$ cat config.mk
export PLATFORM = sky130hd
export DESIGN_NAME = bip_control_flat
export DESIGN_NICKNAME = d
export VERILOG_FILES = /design/src/rtl/bip_control_if.sv /design/src/rtl/bip_control.sv /design/src/flat_wrapper.sv
export SDC_FILE = /design/constraint.sdc
export NUM_CORES = 1
export LEC_CHECK = 0
export BUFFER_PORTS_ARGS = -buffer_cell sky130_fd_sc_hd__buf_2
export CORE_ASPECT_RATIO = 2
export CORE_MARGIN = 4
export CORE_UTILIZATION = 27
export CTS_CLUSTER_SIZE = 30
export DETAILED_ROUTE_END_ITERATION = 16
export PLACE_DENSITY_LB_ADDON = 0.08
export SYNTH_ARGS = -nofsm -noshare
export SYNTH_HDL_FRONTEND = slang
export SYNTH_SLANG_ARGS = --single-unit
$ cat constraint.sdc
create_clock -name CLK -period 2.33 [get_ports CLK]
set_input_delay 0.466 -clock CLK [delete_from_list [all_inputs] [get_ports CLK]]
set_output_delay 0.466 -clock CLK [all_outputs]
set_load 0.02 [all_outputs]
$ cat src/rtl/bip_control_if.sv
// bip_control_if: instruction-fetch and datapath-control bundle between the BIP control unit and its datapath/memories
interface bip_control_if #(
    parameter int PC_W  = 11,
    parameter int CNT_W = 16
);
    logic             ENABLE;
    logic [15:0]      PM_DATA;
    logic [PC_W-1:0]  PM_ADDR;
    logic [10:0]      OPERAND;
    logic [1:0]       SEL_A;
    logic             SEL_B;
    logic             OP;
    logic             WR_ACC;
    logic             RD_RAM;
    logic             WR_RAM;
    logic             HALTED;
    logic [CNT_W-1:0] CYCLES;

    modport master (
        input  ENABLE, PM_DATA,
        output PM_ADDR, OPERAND, SEL_A, SEL_B, OP, WR_ACC, RD_RAM, WR_RAM, HALTED, CYCLES
    );

    modport slave (
        output ENABLE, PM_DATA,
        input  PM_ADDR, OPERAND, SEL_A, SEL_B, OP, WR_ACC, RD_RAM, WR_RAM, HALTED, CYCLES
    );
endinterface

$ cat src/rtl/bip_control.sv
// bip_control: BIP control unit - PC, instruction fetch, FETCH/DECODE/EXEC/HALT sequencing and datapath control decode
module bip_control #(
    parameter int PC_W  = 11,
    parameter int CNT_W = 16
) (
    input logic           CLK,
    input logic           RESET,
    bip_control_if.master bus
);
    typedef enum logic [1:0] {FETCH, DECODE, EXEC, HALT} state_t;

    state_t           state_q, state_d;
    logic [PC_W-1:0]  pc_q, pc_d;
    logic [15:0]      ir_q, ir_d;
    logic [CNT_W-1:0] cyc_q, cyc_d;
    logic [4:0]       dec_opc, exe_opc;

    assign dec_opc = bus.PM_DATA[15:11];
    assign exe_opc = ir_q[15:11];

    // State, PC, IR and cycle counter registers with asynchronous reset
    always_ff @(posedge CLK or posedge RESET) begin
        if (RESET) begin
            state_q <= FETCH;
            pc_q    <= '0;
            ir_q    <= '0;
            cyc_q   <= '0;
        end else begin
            state_q <= state_d;
            pc_q    <= pc_d;
            ir_q    <= ir_d;
            cyc_q   <= cyc_d;
        end
    end

    // Sequencing: ENABLE only gates leaving FETCH; HLT parks in HALT with PC and counter frozen
    always_comb begin
        state_d = state_q;
        pc_d    = pc_q;
        ir_d    = ir_q;
        cyc_d   = cyc_q;
        case (state_q)
            FETCH: begin
                state_d = bus.ENABLE ? DECODE : FETCH;
                cyc_d   = bus.ENABLE ? cyc_q + 1'b1 : cyc_q;
            end
            DECODE: begin
                ir_d    = bus.PM_DATA;
                state_d = (dec_opc == 5'd0) ? HALT : EXEC;
                cyc_d   = cyc_q + 1'b1;
            end
            EXEC: begin
                pc_d    = pc_q + 1'b1;
                state_d = FETCH;
                cyc_d   = cyc_q + 1'b1;
            end
            default: ;
        endcase
    end

    // Datapath controls: memory read announced in DECODE, all writes confined to the single EXEC cycle
    always_comb begin
        bus.PM_ADDR = pc_q;
        bus.HALTED  = (state_q == HALT);
        bus.CYCLES  = cyc_q;
        bus.OPERAND = (state_q == DECODE) ? bus.PM_DATA[10:0] : ir_q[10:0];
        bus.SEL_A   = 2'd0;
        bus.SEL_B   = 1'b0;
        bus.OP      = 1'b0;
        bus.WR_ACC  = 1'b0;
        bus.RD_RAM  = 1'b0;
        bus.WR_RAM  = 1'b0;
        if (state_q == DECODE)
            bus.RD_RAM = (dec_opc == 5'd2) || (dec_opc == 5'd4) || (dec_opc == 5'd6);
        if (state_q == EXEC) begin
            case (exe_opc)
                5'd1: bus.WR_RAM = 1'b1;
                5'd2: begin bus.WR_ACC = 1'b1; bus.RD_RAM = 1'b1; end
                5'd3: begin bus.SEL_A = 2'd1; bus.WR_ACC = 1'b1; end
                5'd4: begin bus.SEL_A = 2'd2; bus.SEL_B = 1'b1; bus.WR_ACC = 1'b1; bus.RD_RAM = 1'b1; end
                5'd5: begin bus.SEL_A = 2'd2; bus.WR_ACC = 1'b1; end
                5'd6: begin bus.SEL_A = 2'd2; bus.SEL_B = 1'b1; bus.OP = 1'b1; bus.WR_ACC = 1'b1; bus.RD_RAM = 1'b1; end
                5'd7: begin bus.SEL_A = 2'd2; bus.OP = 1'b1; bus.WR_ACC = 1'b1; end
                default: ;
            endcase
        end
    end
endmodule

$ cat src/flat_wrapper.sv
// flat-port wrapper written by rule: the top's interface ports become plain ports
module bip_control_flat 
#(
    parameter int PC_W  = 11,
    parameter int CNT_W = 16
)
  (CLK, RESET, bus_ENABLE, bus_PM_DATA, bus_PM_ADDR, bus_OPERAND, bus_SEL_A, bus_SEL_B, bus_OP, bus_WR_ACC, bus_RD_RAM, bus_WR_RAM, bus_HALTED, bus_CYCLES);
  bip_control_if #(.PC_W(PC_W), .CNT_W(CNT_W)) bus_i ();
  input logic CLK;
  input logic RESET;
  input wire logic [$bits(bus_i.ENABLE)-1:0] bus_ENABLE;
  input wire logic [$bits(bus_i.PM_DATA)-1:0] bus_PM_DATA;
  output wire logic [$bits(bus_i.PM_ADDR)-1:0] bus_PM_ADDR;
  output wire logic [$bits(bus_i.OPERAND)-1:0] bus_OPERAND;
  output wire logic [$bits(bus_i.SEL_A)-1:0] bus_SEL_A;
  output wire logic [$bits(bus_i.SEL_B)-1:0] bus_SEL_B;
  output wire logic [$bits(bus_i.OP)-1:0] bus_OP;
  output wire logic [$bits(bus_i.WR_ACC)-1:0] bus_WR_ACC;
  output wire logic [$bits(bus_i.RD_RAM)-1:0] bus_RD_RAM;
  output wire logic [$bits(bus_i.WR_RAM)-1:0] bus_WR_RAM;
  output wire logic [$bits(bus_i.HALTED)-1:0] bus_HALTED;
  output wire logic [$bits(bus_i.CYCLES)-1:0] bus_CYCLES;
  assign bus_i.ENABLE = bus_ENABLE;
  assign bus_i.PM_DATA = bus_PM_DATA;
  assign bus_PM_ADDR = bus_i.PM_ADDR;
  assign bus_OPERAND = bus_i.OPERAND;
  assign bus_SEL_A = bus_i.SEL_A;
  assign bus_SEL_B = bus_i.SEL_B;
  assign bus_OP = bus_i.OP;
  assign bus_WR_ACC = bus_i.WR_ACC;
  assign bus_RD_RAM = bus_i.RD_RAM;
  assign bus_WR_RAM = bus_i.WR_RAM;
  assign bus_HALTED = bus_i.HALTED;
  assign bus_CYCLES = bus_i.CYCLES;
  bip_control #(.PC_W(PC_W), .CNT_W(CNT_W)) u_core (.CLK(CLK), .RESET(RESET), .bus(bus_i));
endmodule
Word-level counts from Yosys, hierarchy flattened

Cells that the tools add are included.

Flip-flop bits (word level): 45
Bits of input ports: 19
Output and inout bits: 46
Logic and storage cells: 52

Add/subtract/negate cells: 2
Eq/ne operators: 14
Muxes and demuxes: 19
Reduce and logical (&&, ||, !) cells: 13

Operators by type and width:

| cell                  | number |
|---|---|
| $pmux 16 s2           | 1 |
| $eq 5x3->1 const B    | 6 |
| $add 16x1->16 const B | 1 |
| $mux 16               | 1 |
| $eq 5x2->1 const B    | 3 |
| $mux 1                | 13 |
| $add 11x1->11 const B | 1 |
| $mux 11               | 1 |
| $pmux 2 s3            | 1 |
| $reduce_or 2->1       | 3 |
| $reduce_or 6->1       | 1 |
| $eq 5x1->1 const B    | 1 |
| $logic_not 5->1       | 1 |
| $eq 2x2->1 const B    | 2 |
| $pmux 2 s2            | 1 |
| $reduce_or 4->1       | 1 |
| $reduce_bool 3->1     | 1 |
| $reduce_or 3->1       | 1 |
| $eq 2x1->1 const B    | 1 |
| $logic_not 2->1       | 1 |
| $logic_or 1x1->1      | 2 |
| $mux 2                | 1 |
| $ne 2x2->1 const B    | 1 |
| $reduce_and 2->1      | 1 |
| $reduce_bool 2->1     | 1 |

Depth between registers and ports, before layout

Depth after elaboration: 6
Mapped depth: 7
Mapped depth without buffers: 6

Worst setup path before layout

Ideal clock, no wire load.

Kind: reg2out
Start: reg u_core.state_q[0]
End: out bus_SEL_B
Arrival: 1.729 ns
Required time: 1.864 ns
Slack: 0.135 ns
Stages on the path, launching flop included: 7
Buffers on the path: 1
Path through: dfrtp_1 -> inv_1 -> ha_1 -> buf_2 -> nor3b_1 -> and2_1 -> nor2b_1

Word-level cells in the longest chain between the ends: 2

RTL lines:

| element                  | line               | text |
|---|---|---|
| start: declaration       | bip_control.sv:12  | `state_t state_q, state_d;` |
| start signal: assignment | bip_control.sv:29  | `state_q <= state_d;` |
| $eq 2x2->1               | bip_control.sv:75  | `if (state_q == EXEC) begin` |
| $mux 1                   | bip_control.sv:75  |  |
| end: declaration         | flat_wrapper.sv:16 | `output wire logic [$bits(bus_i.SEL_B)-1:0] bus_SEL_B;` |

No other way between the ends.

Worst setup path in the final report

Start: reg u_core.state_q[1]
End: out bus_OPERAND[0]

Word-level cells in the longest chain between the ends: 2

RTL lines:

| element          | line               | text |
|---|---|---|
| $eq 2x1->1       | bip_control.sv:66  | `bus.OPERAND = (state_q == DECODE) ? bus.PM_DATA[10:0] : ir_q[10:0];` |
| $mux 11          | bip_control.sv:66  |  |
| end: declaration | flat_wrapper.sv:14 | `output wire logic [$bits(bus_i.OPERAND)-1:0] bus_OPERAND;` |

No other way between the ends.

==> results.sh <==
export IMPL_top_level_ports=65
export IMPL_finalSetupViolCount=0
export IMPL_num_rows=44
export IMPL_final_cell_mix="64 x buf_2, 45 x dfrtp_1, 16 x mux2_1, 16 x xnor2_1"
export IMPL_syn2layout_area_growth_pct=30.6
export IMPL_clock_tree_root_cell="clkbuf_16"
export IMPL_synth_cell_type_count=27
export IMPL_clock_fmax_ghz=0.456
export IMPL_dpl_cell_area_um2=2490
export IMPL_power_density_nw_per_um2=1220
export IMPL_hold_class="primary input to asynchronous set/reset pin"
export IMPL_first_global_vias=1564
export IMPL_fin_crit_ps=2190
export IMPL_clock_latency_ps=280
export IMPL_total_power_mw=3.23
export IMPL_end_kind="output pin"
export IMPL_antenna_found_initial=0
export IMPL_worst_slew_margin_rel=0.659
export IMPL_routed_via_density=4.50
export IMPL_wirelength_um=4880
export IMPL_worstPathArrival_ps=1730
export IMPL_max_cap_viol_count=0
export IMPL_ys_ff_latch=45
export IMPL_ctsHtreeMaxLevel=2
export IMPL_overflow=0
export IMPL_cts_tree="yes"
export IMPL_status="completed"
export IMPL_clock_skew_ps=4.74
export IMPL_utilization=0.364
export IMPL_worst_pin_slew_ps=511
export IMPL_hold_worst_slack_ps=208
export IMPL_dp_hpwl_um=3800
export IMPL_grt_pass1_wl_um=7970
export IMPL_hold_viol=0
export IMPL_cts_buffers=5
export IMPL_cp_required_ps=1860
export IMPL_rsz0062_at_grt="no"
export IMPL_irDropWorstVdd_mv=0.575
export IMPL_grt_max_degree=25
export IMPL_path_max_fanout=10
export IMPL_die_y_um=130
export IMPL_synth_warnings=0
export IMPL_leakage_nw=1.35
export IMPL_finalSetupTns_ps=0
export IMPL_nFillCells=759
export IMPL_drc_errors=0
export IMPL_drt_pass1_iter_count=4
export IMPL_syn_inst=160
export IMPL_antenna_left=0
export IMPL_drive_above_1_share=0.373
export IMPL_slew_violations=0
export IMPL_yosysSeqAreaShare=0.557
export IMPL_dieArea_um2=9030
export IMPL_fin_crit_sh=0.941
export IMPL_final_common_cell="buf_2"
export IMPL_drtIter0Drc=42
export IMPL_diodes=0
export IMPL_die_w_um=69.2
export IMPL_startpoint_type="register"
export IMPL_synth_area_um2=2020
export IMPL_final_cell_area_um2=2640
export IMPL_vias=1461
export IMPL_port_buffers=64
export IMPL_wl_per_cell_um=15.0
export IMPL_cts_sinks=45
export IMPL_gp_congestion=0.743
export IMPL_start_util=0.278
export IMPL_coreArea_um2=7270
export IMPL_track_usage=0.116
export IMPL_fin_nets=258
export IMPL_cts_max_path_buffers=2
export IMPL_synth_nets=186
export IMPL_crit_type="register to output pin"
export IMPL_ctsHoldBuffers=0
export IMPL_synth_area_per_cell_um2=12.6
export IMPL_path_clk_slew_ps=60
[Yosys cell counts (all sizes together)]
master / instances / area (um2)
mux2: 20 / 225
o21ai: 3 / 15.0
nor4b: 3 / 56.3
buf: 3 / 15.0
nand2b: 1 / 6.26
dfrtp: 45 / 1130
a21oi: 1 / 5.00
nor2: 6 / 22.5
inv: 7 / 26.3
nor3: 2 / 10.0
xnor2: 16 / 140
and4: 1 / 8.76
nand3: 10 / 50.1
ha: 7 / 87.6
nand4: 6 / 43.8
and2: 1 / 6.26
and3: 2 / 12.5
nor2b: 3 / 18.8
a311oi: 1 / 8.76
xor2: 9 / 78.8
nand2: 10 / 37.5
nor3b: 3 / 22.5
[layout make-up]
type	count	area, um2	area share
clock inverters	2	10.0	0.00379
multi-input cells	105	873	0.330
clock buffers	6	129	0.0488
flip-flops and latches	45	1130	0.426
well taps	92	115	0.0436
inverters	7	26.3	0.00994
repair buffers	68	363	0.137
[path summary, 6_finish.rpt]
path | start | to | slack, ps | depth (start not counted)
worst min register to register | u_core.ir_q[7]$_DFFE_PP0P_ | u_core.ir_q[7]$_DFFE_PP0P_ | 480 | 1
max in group asynchronous | RESET | u_core.ir_q[10]$_DFFE_PP0P_ | 1610 | 3
worst min-delay path | RESET | u_core.bus.CYCLES[10]$_DFFE_PP0P_ | 210 | 2
worst max-delay path | u_core.state_q[1]$_DFFE_PP0P_ | bus_OPERAND[0] | 140 | 5
min in group CLK | bus_PM_DATA[2] | u_core.ir_q[2]$_DFFE_PP0P_ | 410 | 2
worst max register to register | u_core.state_q[1]$_DFFE_PP0P_ | u_core.bus.CYCLES[14]$_DFFE_PP0P_ | 550 | 6
[registers in the layout, summed over array words and instances (netlist names)]
| name | cells |
|---|---|
| u_core.ir_q | 16 |
| u_core.bus.PM_ADDR | 11 |
| u_core.bus.CYCLES | 16 |
| u_core.state_q | 2 |
[worst max-delay path: stages (launching register included)]
cell,delay [ps]
dfrtp_1,420
inv_1,90
ha_1,180
buf_4,200
mux2_1,370
buf_2,170
[routing by layer]
layer | wire (um) | global-route usage
met1 | 1730 | 0.110
met2 | 2750 | 0.219
met3 | 287 | 0.0391
met4 | 112 | 0.0587
met5 | 0 | 0
[repair_timing]
| item | CTS | global route |
|---|---|---|
| gates resized for setup | 2 | 2 |
| cloned | 0 | 0 |
| setup endpoints to repair | 4 | 3 |
| setup buffers | 0 | 0 |
[power by group]
group	switching [mW]	internal, mW
clock	0.291	0.394
combinational	0.734	0.533
sequential	0.236	1.04
[metrics by stage]
stage / setup slack (ps) / std cells
after floorplan: 135 / 160
after global placement: 207 / 317
after detailed placement: 217 / 317
after CTS: 82.5 / 325
after global routing: 5.66 / 325
final: 138 / 325
[logic make-up after synthesis]
group / after synthesis / synth area share
buf+inv: 10 / 0.0204
compound gates: 5 / 0.0142
fa+ha+maj: 7 / 0.0433
simple gates: 48 / 0.146
mux: 20 / 0.111
xor+xnor: 25 / 0.108
flops: 45 / 0.557
No activity file was read; power rests on OpenSTA's default activity.
